[config.mk]
export PLATFORM = sky130hd
export DESIGN_NAME = snoop_responder
export DESIGN_NICKNAME = d
export VERILOG_FILES = /design/src/rtl/snoop_responder.sv
export SDC_FILE = /design/constraint.sdc
export NUM_CORES = 2
export LEC_CHECK = 0
export CORE_MARGIN = 4
export CORE_UTILIZATION = 52
export CTS_CLUSTER_SIZE = 16
export DETAILED_ROUTE_END_ITERATION = 6
export PLACE_DENSITY_LB_ADDON = 0.15
export SYNTH_ARGS = -nofsm -noshare
export SYNTH_HDL_FRONTEND = slang
export SYNTH_SLANG_ARGS = --single-unit
export TNS_END_PERCENT = 50
[constraint.sdc]
create_clock -name clk -period 4.5 [get_ports clk]
set_input_delay 0.45 -clock clk [delete_from_list [all_inputs] [get_ports clk]]
set_output_delay 0.45 -clock clk [all_outputs]
set_load 0.01 [all_outputs]
[src/rtl/snoop_responder.sv]
// Bus-side snoop responder: looks up snooped lines in a local tag/MESI directory,
// answers HIT/HITM/NOHIT, writes back modified lines and applies the MESI downgrade.
module snoop_responder #(
  parameter int ADDRESS_BITS = 32,
  parameter int OFFSET_BITS  = 6,
  parameter int SET_BITS     = 4,
  parameter int WAYS         = 4
) (
  input  logic                       clk,
  input  logic                       rst_n,
  input  logic                       snp_valid,
  output logic                       snp_ready,
  input  logic [2:0]                 snp_op,
  input  logic [ADDRESS_BITS-1:0]    snp_addr,
  output logic                       res_valid,
  input  logic                       res_ready,
  output logic [1:0]                 res,
  output logic                       wb_valid,
  input  logic                       wb_ready,
  output logic [ADDRESS_BITS-1:0]    wb_addr,
  input  logic                       fill_valid,
  output logic                       fill_ready,
  input  logic [ADDRESS_BITS-1:0]    fill_addr,
  input  logic [$clog2(WAYS)-1:0]    fill_way,
  input  logic [1:0]                 fill_mesi,
  input  logic                       clr,
  output logic                       proto_err
);

  localparam int TAG_W = ADDRESS_BITS - SET_BITS - OFFSET_BITS;
  localparam int WAY_W = $clog2(WAYS);
  localparam int SETS  = 2 ** SET_BITS;

  localparam logic [1:0] MESI_I = 2'd0, MESI_E = 2'd1, MESI_S = 2'd2, MESI_M = 2'd3;
  localparam logic [1:0] RES_HIT = 2'd0, RES_HITM = 2'd1, RES_NOHIT = 2'd2;
  localparam logic [2:0] OP_READ = 3'd1, OP_INV = 3'd3, OP_RWIM = 3'd4;

  typedef enum logic [1:0] {IDLE, LOOKUP, WB, RESP} state_t;
  state_t state, state_nxt;

  logic [TAG_W-1:0] tag_mem  [SETS][WAYS];
  logic [1:0]       mesi_mem [SETS][WAYS];

  logic [2:0]              op_q;
  logic [ADDRESS_BITS-1:0] addr_q;
  logic [1:0]              res_q, nxt_q;
  logic                    upd_q, perr_q;
  logic [WAY_W-1:0]        way_q;
  logic [ADDRESS_BITS-1:0] wb_addr_q;

  logic [TAG_W-1:0]    snp_tag, fill_tag;
  logic [SET_BITS-1:0] snp_set, fill_set;

  assign snp_tag  = addr_q[ADDRESS_BITS-1 -: TAG_W];
  assign snp_set  = addr_q[OFFSET_BITS +: SET_BITS];
  assign fill_tag = fill_addr[ADDRESS_BITS-1 -: TAG_W];
  assign fill_set = fill_addr[OFFSET_BITS +: SET_BITS];

  logic unused_bits;
  assign unused_bits = ^{fill_addr[OFFSET_BITS-1:0]};

  logic             hit;
  logic [WAY_W-1:0] hit_way;
  logic [1:0]       hit_st;

  // Descending scan so the lowest matching way is the one left standing.
  always_comb begin
    hit     = 1'b0;
    hit_way = '0;
    hit_st  = MESI_I;
    for (int w = WAYS - 1; w >= 0; w--) begin
      if (mesi_mem[snp_set][w] != MESI_I && tag_mem[snp_set][w] == snp_tag) begin
        hit     = 1'b1;
        hit_way = WAY_W'(w);
        hit_st  = mesi_mem[snp_set][w];
      end
    end
  end

  logic [1:0] res_d, nxt_d;
  logic       upd_d, perr_d, wb_d;

  always_comb begin
    res_d  = RES_NOHIT;
    nxt_d  = MESI_I;
    upd_d  = 1'b0;
    perr_d = 1'b0;
    wb_d   = 1'b0;
    if (hit) begin
      case (op_q)
        OP_READ, OP_RWIM: begin
          upd_d = 1'b1;
          nxt_d = (op_q == OP_READ) ? MESI_S : MESI_I;
          wb_d  = (hit_st == MESI_M);
          res_d = (hit_st == MESI_M) ? RES_HITM : RES_HIT;
        end
        OP_INV: begin
          if (hit_st == MESI_S) begin
            res_d = RES_HIT;
            upd_d = 1'b1;
            nxt_d = MESI_I;
          end else begin
            perr_d = 1'b1;
          end
        end
        default: ;
      endcase
    end
  end

  always_comb begin
    state_nxt = state;
    case (state)
      IDLE:    if (snp_valid && snp_ready) state_nxt = LOOKUP;
      LOOKUP:  state_nxt = wb_d ? WB : RESP;
      WB:      if (wb_ready) state_nxt = RESP;
      RESP:    if (res_ready) state_nxt = IDLE;
      default: state_nxt = IDLE;
    endcase
    if (clr) state_nxt = IDLE;
  end

  always_ff @(posedge clk or negedge rst_n) begin
    if (!rst_n) state <= IDLE;
    else        state <= state_nxt;
  end

  always_ff @(posedge clk or negedge rst_n) begin
    if (!rst_n) begin
      op_q      <= '0;
      addr_q    <= '0;
      res_q     <= RES_NOHIT;
      nxt_q     <= MESI_I;
      upd_q     <= 1'b0;
      perr_q    <= 1'b0;
      way_q     <= '0;
      wb_addr_q <= '0;
      for (int s = 0; s < SETS; s++)
        for (int w = 0; w < WAYS; w++) mesi_mem[s][w] <= MESI_I;
    end else begin
      if (clr) begin
        for (int s = 0; s < SETS; s++)
          for (int w = 0; w < WAYS; w++) mesi_mem[s][w] <= MESI_I;
      end else begin
        if (state == IDLE && fill_valid) mesi_mem[fill_set][fill_way] <= fill_mesi;
        if (state == RESP && res_ready && upd_q) mesi_mem[snp_set][way_q] <= nxt_q;
      end
      if (snp_valid && snp_ready) begin
        op_q   <= snp_op;
        addr_q <= snp_addr;
      end
      if (state == LOOKUP) begin
        res_q     <= res_d;
        nxt_q     <= nxt_d;
        upd_q     <= upd_d;
        perr_q    <= perr_d;
        way_q     <= hit_way;
        wb_addr_q <= {addr_q[ADDRESS_BITS-1:OFFSET_BITS], OFFSET_BITS'(0)};
      end
    end
  end

  // Tags need no reset: an entry is only meaningful while its MESI state is valid.
  always_ff @(posedge clk) begin
    if (state == IDLE && fill_valid && !clr) tag_mem[fill_set][fill_way] <= fill_tag;
  end

  assign snp_ready  = rst_n & (state == IDLE) & ~fill_valid & ~clr;
  assign fill_ready = rst_n & (state == IDLE);
  assign wb_valid   = (state == WB);
  assign wb_addr    = wb_addr_q;
  assign res_valid  = (state == RESP);
  assign res        = res_q;
  assign proto_err  = (state == RESP) & res_ready & perr_q & ~clr;

endmodule

## Word-level counts from Yosys, hierarchy flattened

Memory sizes are Yosys's and may differ from the RTL's.
Cells that the tools add are included.

- RAM bits: 1408
- Logic and storage cells: 184
- Memories kept: 1
- Input bits: 78
- Output and inout bits: 39
- Bits in registers: 199

- Bitwise operators: 12
- Equal/unequal tests: 15
- Mux-type cells: 54
- Reductions and logical operators: 21
- Order comparisons: 8

Memories:

| name | depth | width | read ports | clocked after Yosys merged registers in | wr ports | RTL line | RTL |
|---|---|---|---|---|---|---|---|
| tag_mem | 16 | 88 | 1 | 0 | 1 | 41 | `logic [TAG_W-1:0] tag_mem [SETS][WAYS];` |

Operator list:

| kind | count |
|---|---|
| $mux 128 | 4 |
| $bwmux 128 | 2 |
| $eq 22x22->1 | 4 |
| $mux 88 | 1 |
| $demux 8 s4 | 2 |
| $demux 22 s2 | 1 |
| $mux 2 | 19 |
| $bmux 8 s4 | 1 |
| $mux 8 | 4 |
| $mux 22 | 1 |
| $mux 1 | 14 |
| $logic_and 1x1->1 | 13 |
| $ge 5x5->1 const B | 2 |
| $lt 5x1->1 const B | 2 |
| $not 4->5 | 2 |
| $demux 2 s2 | 2 |
| $eq 2x2->1 const B | 4 |
| $pmux 2 s4 | 1 |
| $reduce_bool 2->1 | 4 |
| $and 1x1->1 | 6 |
| $ge 3x3->1 const B | 2 |
| $lt 3x1->1 const B | 2 |
| $ne 3x1->1 const B | 2 |
| $not 2->3 | 2 |
| other kinds (12) | 13 |

## Depth between registers and ports, before layout

- Depth after elaboration: 16
- Depth in mapped cells: 16
- Mapped depth without buffers: 10

## Worst setup path after synthesis

Ideal clock, no wire load.

- Path type: register to register
- Start: register addr_q[8]
- End: register state[0]
- Buffers on the path: 1
- Required time: 4.376 ns
- Library setup time: 0.124 ns
- Path slack: 0.772 ns
- Arrival: 3.604 ns
- Cell stages (with the launch flop): 12
- Cells stage by stage: dfrtp_1 -> buf_6 -> mux4_2 -> mux4_2 -> xnor2_1 -> o31ai_1 -> or4b_1 -> or4_4 -> or2_4 -> a41oi_2 -> o2111ai_1 -> o31a_1

- Cells in the longest elaborated chain, start to end: 16
- Elaborated cells between the ends (all ways): 31
- Classes of those cells: eq/ne (5); mux (16); bitwise (1); reduce/logical (8); memory (1)

RTL lines:

| item | RTL line | RTL |
|---|---|---|
| start: declaration | 45 | `logic [ADDRESS_BITS-1:0] addr_q;` |
| start signal: assignment | 150 | `addr_q <= snp_addr;` |
| parallel branches: the longest is 12 deep, another holds $mem_v2 16x88 | -- |  |
| $mux 1 (*) | 89 | `if (hit) begin` |
| $mux 1 (*) | 115 | `LOOKUP: state_nxt = wb_d ? WB : RESP;` |
| $pmux 2 s4 (*) | 113 | `case (state)` |
| $mux 2 (*) | 120 | `if (clr) state_nxt = IDLE;` |
| end signal: assignment | 125 | `else state <= state_nxt;` |
| end: declaration | 39 | `state_t state, state_nxt;` |

Mark *: on every way between the ends. The select of a mux whose other input is x is not followed.
A chain may end at the register's enable or synchronous reset.

## Final worst setup path

- Start: register addr_q[6]
- End: register perr_q

- Cells in the longest elaborated chain, start to end: 14
- Elaborated cells between the ends (all ways): 29
- Classes of those cells: eq/ne (5); mux (14); bitwise (1); reduce/logical (8); memory (1)

RTL lines:

| item | RTL line | RTL |
|---|---|---|
| parallel branches: the longest is 13 deep, another holds $mem_v2 16x88 | -- |  |
| $mux 1 (*) | 89 |  |
| end signal: assignment | 156 | `perr_q <= perr_d;` |
| end: declaration | 47 | `logic upd_q, perr_q;` |

Marks and branches as above.

==> reports/summary.txt <==
Slew headroom - 0.1708
largest net degree at the start of global routing - 132
max incr delay on CP - 0.46 ns
Synth area leader - edfxtp_1
Die Y - 364.7 um
CP Capture Type - flip-flop
Finished Cell Area - 75920 um2
yosys warns - 0
layout cells sized above 1 - 0.2462
CP Launch Type - flip-flop
Initial DRC Count - 4804
Max rail drop VDD - 0.4949 mV
Post-synth top cells - edfxtp_1 (1408), mux4_2 (301), mux2i_1 (275), nand2_1 (202), dfrtp_1 (191)
Async S/R FF share, synth - 0.1200
Yosys cell types - 79
H-Tree Depth - 4
Post-Place Setup Slack - -0.1364 ns
Gate Count Post-Synth - 3724
dpl cell area - 70610 um2
outcome - finished, final reports clean
Cell Pwr Density - 583.1 nW/um2
Final nets - 4098
Pwr Total - 0.04427 W
WP buf/inv - 4
Detail Placement HPWL - 117200 um
full die area - 133000 um2
crit-path max FO - 30
ANT nets after route - 0
maximum clock path buffer count - 3
Synth Register Bits - 1600
TritonCTS clock tree - built
Routed WL per cell - 33.24 um
Max Freq - 227.8 MHz
top post-synthesis cells by area - edfxtp_1 (64%), mux4_2 (10%), dfrtp_1 (7.2%)
cells along the critical path - buf_12 -> buf_4 -> nor2b_4 -> buf_12 -> a22oi_1 -> and3_1 -> a2111o_1 -> nor4_2 -> buf_4 -> o2111ai_1 -> or3_4 -> mux2_1 -> o221a_2 -> o32ai_1
slew at the pin closest to its max-slew limit - 1.244 ns
vias in the first global route - 37140
Placer Congestion - 0.8922
Setup WS post-layout - 0.1110 ns
dominant register cell in the synthesized netlist - edfxtp_1
Max-Cap Viols - 0
# IOs - 117
drt first pass iters - 5
Worst Clk Skew - 0.03983 ns
Setup CP Type - flip-flop to flip-flop
Vias/cell - 6.578
Syn Area/Cell - 17.77 um2
# setup viols final - 0
gr usage total - 0.2917
Pleak - 25.55 nW
Initial Utilization - 0.5248
CTS Sinks - 1600
Tcrit/Tclk final - 0.9753
vias - 38180
FILL cells - 9117
area delta synth->final - 14.75%
Die W - 364.7 um
placement row count - 130
number of flops mapped to enable cells by yosys - 1408
Mapped Area - 66160 um2
post-route minimum period - 4.389 ns
most numerous cell in the Yosys netlist - edfxtp_1
DRC viols - 0
HP Class - primary input to flip-flop
Critical-path top delay cell - dfrtp_4
Slew Viols, Final - 0
Root Buffer - clkbuf_16
port bufs - 98
Crit path max-delay family - simple AND/OR/NAND/NOR gates
Critical Path RT - 5.20 ns
Worst-Skew Late Latency - 0.80 ns
Worst EP arrival - 5.09 ns
grt ovf - 0
initial antenna violation count - 6
final hold viol count - 0
core area - 126100 um2
Seq/Total Area, Yosys - 0.7117
top cell type's share of synthesized area - 0.6391
clk slew on worst S/H paths - 0.06 ns
total clock buffers created by CTS - 163
first-pass GRT wire length - 273500 um
Routed WL - 192900 um
[stage by stage]
| step | instances | setup TNS (ns) | hold WS, ns | utilization |
|---|---|---|---|---|
| after global placement | 5493 | -0.7622 | 0.4359 | 0.5602 |
| final | 5805 | 0 | 0.07512 | 0.6022 |
| after CTS | 5791 | 0 | 0.003408 | 0.6014 |
| after detailed placement | 5493 | -0.3587 | 0.4355 | 0.5602 |
| after global routing | 5797 | -0.003311 | 0.02661 | 0.6021 |
| after floorplan | 3729 | 0 | 0.1544 | - |
[worst paths after layout]
path,from,endpoint,slack [ns],cells past startpoint
hold / removal,fill_addr[28],tag_mem[6][18]$_DFFE_PP_,0.08,1
hold reg to reg,wb_addr[10]$_DFFE_PN0P_,wb_addr[10]$_DFFE_PN0P_,0.50,1
setup / recovery,addr_q[6]$_DFFE_PN0P_,perr_q$_DFFE_PN0P_,0.11,14
max in group asynchronous,rst_n,addr_q[8]$_DFFE_PN0P_,2.92,3
setup reg to reg,addr_q[6]$_DFFE_PN0P_,perr_q$_DFFE_PN0P_,0.11,14
min in group asynchronous,rst_n,mesi_mem[30]$_DFF_PN0_,0.19,2
[cell type report]
cell class | instances | area (um2) | share of cell area
flip-flops and latches | 1600 | 47100 | 0.6204
multi-input cells | 1836 | 17970 | 0.2367
clock buffers | 211 | 4333 | 0.05707
repair buffers | 387 | 3485 | 0.04590
well taps | 1650 | 2064 | 0.02719
clock inverters | 85 | 837.1 | 0.01103
inverters | 28 | 105.1 | 0.001384
diodes | 8 | 20.02 | 0.0002637
[flip-flops by register name, indices dropped and copies added (netlist names), 2 cells and up]
register	flops
res	2
addr_q	26
way_q	2
state	2
tag_mem	1408
wb_addr	26
mesi_mem	128
op_q	3
[routing by layer]
layer / vias up / GRT usage / wire length, um / part of all wire
met5: - / 0 / 0 / 0
met4: 0 / 0.1023 / 6973 / 0.036
met3: 331 / 0.07146 / 19900 / 0.10
met2: 2071 / 0.4293 / 86350 / 0.45
met1: 20120 / 0.4301 / 79710 / 0.41
li1: 15660 / - / - / -
[cell usage in the layout (no fill, tap or decap), drive strengths merged, types with 9 or more instances in the layout]
cell type and count:
clkbuf 211, a21oi 28, a22o 12, nand3 96, bufinv 14, o22ai 34
nor3 62, xnor2 78, nor2 171, nand2b 9, nand2 202, mux2i 275
mux2 91, a211oi 16, edfxtp 1408, dfrtp 191, inv 32, nor2b 12
a221oi 40, buf 314, clkinv 63, and3 24, o21ai 46, a22oi 76
mux4 304, o211ai 9, xor2 11, clkdlybuf4s50 72, nor4 12, a311oi 98
[logic make-up after synthesis]
kind of cell	count (synthesis)	synth area share
other cells	1	0.00005668
flops	1600	0.7117
xor+xnor	89	0.01178
compound gates	428	0.04931
fa+ha+maj	4	0.0007565
simple gates	639	0.04410
mux	670	0.1608
buf+inv	293	0.02150
[where the power goes]
part	leakage [nW]	internal (W)	switching [W]	total [W]
clock network	2.49	0.00761	0.00565	0.0133
registers	15.2	0.0165	0.000417	0.0169
logic	7.83	0.00594	0.00819	0.0141
[repair_timing]
item / 4_1_cts / 5_1_grt
setup endpoints to repair: 5 / 5
hold buffers: 1 / 0
pin swaps: 0 / 0
buffers inserted: 1 / 6
endpoints found under the hold margin: 61 / 0
gates resized for setup: 1 / 3
(Power assumes the default switching activity.)
